--- src/rtl/int_sequencer.sv ---
// Interrupt entry / return-from-interrupt sequencer.
// On an interrupt it freezes fetch, drains the pipeline, pushes the return
// PC (high word, then low word) and CCR through the data-memory port, fetches
// the two-word vector and redirects fetch. On RTI it pops CCR, PC low and PC
// high in that order and then resumes fetch.
//
// Handshake: the data-memory port is a request/grant pair. While mem_req is
// high the access fields (mem_we, mem_use_sp, mem_addr, mem_wdata) are held
// stable, and the access completes in the cycle mem_gnt is high. Read data is
// taken in that same cycle. mem_gnt low stalls the current access state.
module int_sequencer #(
    parameter int          DRAIN_CYCLES = 3,
    parameter logic [11:0] VEC_ADDR     = 12'h000
) (
    input  logic        clk,
    input  logic        rst,
    input  logic        irq,
    input  logic        pipe_hazard,
    input  logic        rti_req,
    input  logic [31:0] pc_in,
    input  logic [2:0]  ccr_in,
    output logic        ack,
    output logic        freeze,
    output logic        mem_req,
    output logic        mem_we,
    output logic        mem_use_sp,
    output logic [11:0] mem_addr,
    output logic [15:0] mem_wdata,
    input  logic        mem_gnt,
    input  logic [15:0] mem_rdata,
    output logic        pc_load,
    output logic [31:0] pc_value,
    output logic        ccr_load,
    output logic [2:0]  ccr_value,
    output logic [3:0]  dbg_state
);

    typedef enum logic [3:0] {
        IDLE     = 4'd0,
        DRAIN    = 4'd1,
        PUSH_PCH = 4'd2,
        PUSH_PCL = 4'd3,
        PUSH_CCR = 4'd4,
        VEC_LO   = 4'd5,
        VEC_HI   = 4'd6,
        JUMP     = 4'd7,
        POP_CCR  = 4'd8,
        POP_PCL  = 4'd9,
        POP_PCH  = 4'd10,
        RESUME   = 4'd11
    } state_t;

    // Drain counter is loaded with DRAIN_CYCLES-1 so DRAIN lasts exactly DRAIN_CYCLES.
    localparam logic [2:0] DRAIN_LOAD = 3'(DRAIN_CYCLES - 1);

    state_t      state;
    state_t      state_n;
    logic        irq_prev;
    logic        pending;
    logic [2:0]  drain_cnt;
    logic [31:0] ret_pc;
    logic [2:0]  ret_ccr;
    logic [31:0] vec;
    logic [31:0] pop_pc;
    logic [2:0]  pop_ccr;
    logic        take;

    // RTI has priority over a takeable interrupt; the interrupt then stays pending.
    assign take      = (state == IDLE) && pending && !pipe_hazard && !rti_req;
    assign dbg_state = state;

    // State register.
    always_ff @(posedge clk or posedge rst) begin
        if (rst) state <= IDLE;
        else     state <= state_n;
    end

    // Edge detect, pending flag, accept pulse and drain counter.
    always_ff @(posedge clk or posedge rst) begin
        if (rst) begin
            irq_prev  <= 1'b0;
            pending   <= 1'b0;
            ack       <= 1'b0;
            drain_cnt <= 3'd0;
        end else begin
            irq_prev <= irq;
            ack      <= take;
            if (take)                   pending <= 1'b0;
            else if (irq && !irq_prev)  pending <= 1'b1;
            if (take)                                  drain_cnt <= DRAIN_LOAD;
            else if (state == DRAIN && drain_cnt != 0) drain_cnt <= drain_cnt - 3'd1;
        end
    end

    // Captured return context, fetched vector and popped context.
    always_ff @(posedge clk or posedge rst) begin
        if (rst) begin
            ret_pc  <= 32'h0;
            ret_ccr <= 3'h0;
            vec     <= 32'h0;
            pop_pc  <= 32'h0;
            pop_ccr <= 3'h0;
        end else begin
            if (take) begin
                ret_pc  <= pc_in;
                ret_ccr <= ccr_in;
            end
            if (mem_gnt) begin
                case (state)
                    VEC_LO:  vec[15:0]     <= mem_rdata;
                    VEC_HI:  vec[31:16]    <= mem_rdata;
                    POP_CCR: pop_ccr       <= mem_rdata[2:0];
                    POP_PCL: pop_pc[15:0]  <= mem_rdata;
                    POP_PCH: pop_pc[31:16] <= mem_rdata;
                    default: ;
                endcase
            end
        end
    end

    // Next-state and all combinational outputs decoded from the current state.
    always_comb begin
        state_n    = state;
        freeze     = (state != IDLE);
        mem_req    = 1'b0;
        mem_we     = 1'b0;
        mem_use_sp = 1'b0;
        mem_addr   = 12'h0;
        mem_wdata  = 16'h0;
        pc_load    = 1'b0;
        pc_value   = 32'h0;
        ccr_load   = 1'b0;
        ccr_value  = 3'h0;
        case (state)
            IDLE: begin
                if (rti_req)   state_n = POP_CCR;
                else if (take) state_n = DRAIN;
            end
            DRAIN: begin
                if (drain_cnt == 3'd0) state_n = PUSH_PCH;
            end
            PUSH_PCH: begin
                mem_req = 1'b1; mem_we = 1'b1; mem_use_sp = 1'b1;
                mem_wdata = ret_pc[31:16];
                if (mem_gnt) state_n = PUSH_PCL;
            end
            PUSH_PCL: begin
                mem_req = 1'b1; mem_we = 1'b1; mem_use_sp = 1'b1;
                mem_wdata = ret_pc[15:0];
                if (mem_gnt) state_n = PUSH_CCR;
            end
            PUSH_CCR: begin
                mem_req = 1'b1; mem_we = 1'b1; mem_use_sp = 1'b1;
                mem_wdata = {13'b0, ret_ccr};
                if (mem_gnt) state_n = VEC_LO;
            end
            VEC_LO: begin
                mem_req = 1'b1;
                mem_addr = VEC_ADDR;
                if (mem_gnt) state_n = VEC_HI;
            end
            VEC_HI: begin
                mem_req = 1'b1;
                mem_addr = VEC_ADDR + 12'd1;
                if (mem_gnt) state_n = JUMP;
            end
            JUMP: begin
                pc_load  = 1'b1;
                pc_value = vec;
                state_n  = IDLE;
            end
            POP_CCR: begin
                mem_req = 1'b1; mem_use_sp = 1'b1;
                if (mem_gnt) state_n = POP_PCL;
            end
            POP_PCL: begin
                mem_req = 1'b1; mem_use_sp = 1'b1;
                if (mem_gnt) state_n = POP_PCH;
            end
            POP_PCH: begin
                mem_req = 1'b1; mem_use_sp = 1'b1;
                if (mem_gnt) state_n = RESUME;
            end
            RESUME: begin
                pc_load   = 1'b1;
                pc_value  = pop_pc;
                ccr_load  = 1'b1;
                ccr_value = pop_ccr;
                state_n   = IDLE;
            end
            default: state_n = IDLE;
        endcase
    end

endmodule
--- config.mk ---
export PLATFORM = sky130hd
export DESIGN_NAME = int_sequencer
export DESIGN_NICKNAME = d
export VERILOG_FILES = /design/src/rtl/int_sequencer.sv
export SDC_FILE = /design/constraint.sdc
export NUM_CORES = 1
export LEC_CHECK = 0
export BUFFER_PORTS_ARGS = -buffer_cell sky130_fd_sc_hd__buf_2
export CAP_MARGIN = 20
export CORE_MARGIN = 2
export CORE_UTILIZATION = 53
export CTS_CLUSTER_SIZE = 30
export DETAILED_ROUTE_END_ITERATION = 12
export GPL_TIMING_DRIVEN = 1
export PLACE_DENSITY = 0.8
export SLEW_MARGIN = 20
export SYNTH_ARGS = -nofsm -noshare
export SYNTH_HDL_FRONTEND = slang
export SYNTH_SLANG_ARGS = --single-unit
--- constraint.sdc ---
create_clock -name clk -period 4.85 [get_ports clk]
set_input_delay 0.97 -clock clk [delete_from_list [all_inputs] [get_ports clk]]
set_output_delay 0.97 -clock clk [all_outputs]
set_load 0.01 [all_outputs]
==> metrics.md <==
| Metric | Value |
|---|---|
| Status | `complete, no violations` |
| Placed instance area | `5667 sq um` |
| CTS root buf | `clkbuf_8` |
| Share of cells above drive strength 1 | `between 30% and 40%` |
| Total Wirelength | `10,970 um` |
| Area leader, netlist | `dfrtp_1` |
| Vias per cell | `approximately 5.3` |
| F_max | `285.3 MHz` |
| Hold Worst Slack | `0.4908 ns` |
| Synth unique cells | `36` |
| Post-synthesis sequential area ratio | `55.49%` |
| Synth Area in Compound Gates | `around 10%` |
| Simple-gate share of the synthesized area | `13.28%` |
| Gr usage total | `~22%` |
| Worst hold path type | `flop to flop` |
| Bufs on Longest Clock Path | `2` |
| Crit end category | `primary output` |
| CP Class | `flop to primary output` |
| Fillers | `752` |
| Startpoint types | `flop` |
| Worst slew pin tran | `1.060 ns` |
| Routed vias | `3,679` |
| Sw Pwr | `about 1.2 mW` |
| Hold-fix buffers, CTS | `0` |
| CTS tree | `yes` |
| Part of the power in combinational logic | `35.0%` |
| Final hold violation count | `0` |
| Post-CTS Setup Bufs | `0` |
| Mapped Cells | `about 450` |
| Worst EP required | `3.88 ns` |
| Final setup vio count | `0` |
| Initial DRC count | `~120` |
| I/O pin count | `roughly 130` |
| DRT antenna net count | `0` |
| Synth Register Bits | `between 100 and 150` |
| Vias in the first global route | `approximately 3,600` |
| DRC errors left | `0` |
| Area Overhead vs Synth | `15.43%` |
| Post-Syn Area | `5051 sq um` |
| GRT overflow | `0` |
| Initial antenna violation count | `0` |
| Adder-cell share of the synthesized area | `0.4954%` |
| RSZ-0062 raised after global routing | `false` |
| Chip width | `101.6 um` |
| Post_cts resized | `0` |
| Worst slack at placement | `1.798 ns` |
| Drt wl/cell | `approximately 16 um` |
| Post-Layout Cell Count | `688` |
| Cell count after placement | `a little under 700` |
| Worst-path clk slew | `0.10 ns` |
| Pins Over Slew Limit | `0` |
| Clk sinks | `~110` |
| Slowest-stage cell, CP | `nor3_2` |
| VDD IR max | `a little under 0.3 mV` |
| I/O Buffers | `around 120` |
| Later-pin clock latency in the skew report | `0.37 ns` |
| H-tree depth | `3` |
| Die Span Y | `approximately 100 um` |
| Drt pass-1 iters | `4` |
| Share of the synthesized area in the top cell type | `55.49%` |
| RD Place Congestion | `0.8086` |
| Post-layout min period | `3.505 ns` |
| Sequential share of power | `approximately half` |
| XOR/XNOR share of the synthesized area | `less than 1%` |
| Hpwl dp | `7371 um` |
| Core area | `9240 sq um` |
| Worst-path maximum fanout | `16` |
| Diodes inserted | `0` |
| Synthesized area per cell | `11.33 sq um` |
| CP peak stage delay | `between 0.8 and 0.9 ns` |
| Ranking of synthesized cells by area | `dfrtp_1 (55%), mux2_2 (13%), nand2_1 (8.5%)` |
| Clk pwr share | `15.0%` |
| Max-slew headroom | `28.95%` |
| Sw frac | `between 30% and 40%` |
| Fin nets | `approximately 610` |
| Internal power | `2.124 mW` |
| Fin Clk Skew | `0.01324 ns` |
| CTS Buf Count | `9` |
| Pwr Total | `3.317 mW` |
| Final worst slack | `around 1.3 ns` |
| First-pass GRT wire length | `17,640 um` |
| Cell Pwr Density | `between 500 and 600 nW/um^2` |
| Final Cycle Share | `72.28%` |
| Total die area | `around 10,000 sq um` |
| CP Cell Sequence | `nand2_1 > nor3_2 > a22o_1 > buf_2` |
| Max cap viols | `0` |
| Initial core utilization | `approximately 55%` |
| Post-synthesis mux area share | `15.38%` |
| Worst path arrival time | `2.54 ns` |
| Fin util | `63.10%` |
| Largest family of logic cells by synthesized area | `multiplexers` |
| Setup TNS | `0 ns` |
| Yosys warnings | `0` |
| Fin area | `slightly below 6000 sq um` |
| Pin count of the biggest net entering global routing | `82` |
| Num rows | `35` |
| Lkg Pwr | `3.028 nW` |
[final cells by class]
cell class / count / area, sq um / area share [%]
timing repair buffer: 123 / 625.6 / 10.73
multi-input combinational: 302 / 2048 / 35.13
tap: 129 / 161.4 / 2.768
sequential: 112 / 2803 / 48.07
inverter: 7 / 31.28 / 0.5365
clock buffer: 11 / 131.4 / 2.253
clock inverter: 4 / 30.03 / 0.5150
[power groups by stage]
stage                     clock [mW]  sequential, mW  combinational, mW
after detailed placement           0            1.67               1.17
after CTS                      0.508            1.65               1.17
after global placement             0            1.65               1.12
after global routing           0.545            1.71               1.30
final                          0.497            1.66               1.16
after floorplan                    0            1.57              0.903
[sequential cells by signal, indices dropped and copies added (netlist names)]
signal     cells
vec           32
irq_prev       1
dbg_state      4
ret_pc        32
pop_pc        32
pop_ccr        3
pending        1
drain_cnt      3
ack            1
ret_ccr        3
[synth_stat cells]
cell       number
nand2b_2        1
mux2_2         58
ha_1            2
and2_1          3
nor2_4          2
conb_1          1
a221oi_1        1
nand2_2         2
o22ai_1         1
nand3_1         2
o31ai_1         1
buf_6           1
nor2b_1         2
nor3_1          3
nor3_4          1
buf_2          18
clkbuf_1        2
a21o_1          2
dfrtp_1       112
nor2_1         14
xnor2_1         2
nor3_2          2
nand4_1         2
nand2_1       115
a22o_1         45
buf_4          14
a22oi_1         3
mux2_1         11
a2bb2oi_1       1
inv_1           5
a21oi_1         7
inv_2           2
nand2b_1        3
nor2_2          3
xor2_1          1
o211ai_1        1
[path summary, 6_finish.rpt]
| path | end | cells after the start | from | slack, ns |
|---|---|---|---|---|
| min | ret_pc[19]$_DFFE_PP0P_ | 2 | ret_pc[19]$_DFFE_PP0P_ | 0.49 |
| max reg2reg | ret_pc[28]$_DFFE_PP0P_ | 6 | dbg_state[2]$_DFFE_PP0P_ | 2.59 |
| min reg2reg | ret_pc[19]$_DFFE_PP0P_ | 2 | ret_pc[19]$_DFFE_PP0P_ | 0.49 |
| max | mem_wdata[12] | 4 | dbg_state[0]$_DFFE_PP0P_ | 1.34 |
| min in group asynchronous | pop_pc[30]$_DFFE_PP0P_ | 2 | rst | 0.70 |
| max in group asynchronous | ret_pc[27]$_DFFE_PP0P_ | 3 | rst | 3.24 |
[cell families after synthesis]
group,count (synthesis)
compound gates,62
xor+xnor,3
fa+ha+maj,2
buf+inv,42
flops,112
mux,69
other cells,1
simple gates,155
[metal layers]
layer | GRT usage, % | share of wire, % | wire (um) | vias up
met5 | 0 | 0 | 0 | -
met4 | 5.094 | 1.1 | 125 | 0
met3 | 6.625 | 7.0 | 765 | 12
met2 | 35.22 | 47 | 5187 | 129
met1 | 29.56 | 45 | 4887 | 1821
li1 | - | - | - | 1717
[worst max-delay path: cells and delay by family (launching register included)]
kind,cells,cell delay (ns)
AND/OR/NAND/NOR,2,1.15
buffers and inverters,1,0.13
flip-flops,1,0.60
AO/OA/AOI/OAI,1,0.28
[placed cells by master (no fill, tap or decap), drive strengths merged, types with 3 or more instances in the layout]
cell type	instances
a21oi	7
a22oi	3
buf	123
inv	8
nor3	6
nor2	19
clkbuf	11
conb	11
dfrtp	112
nand2b	4
nand2	117
a22o	45
mux2	69
and2	3
Note: power is estimated with default switching activity, not from simulation.
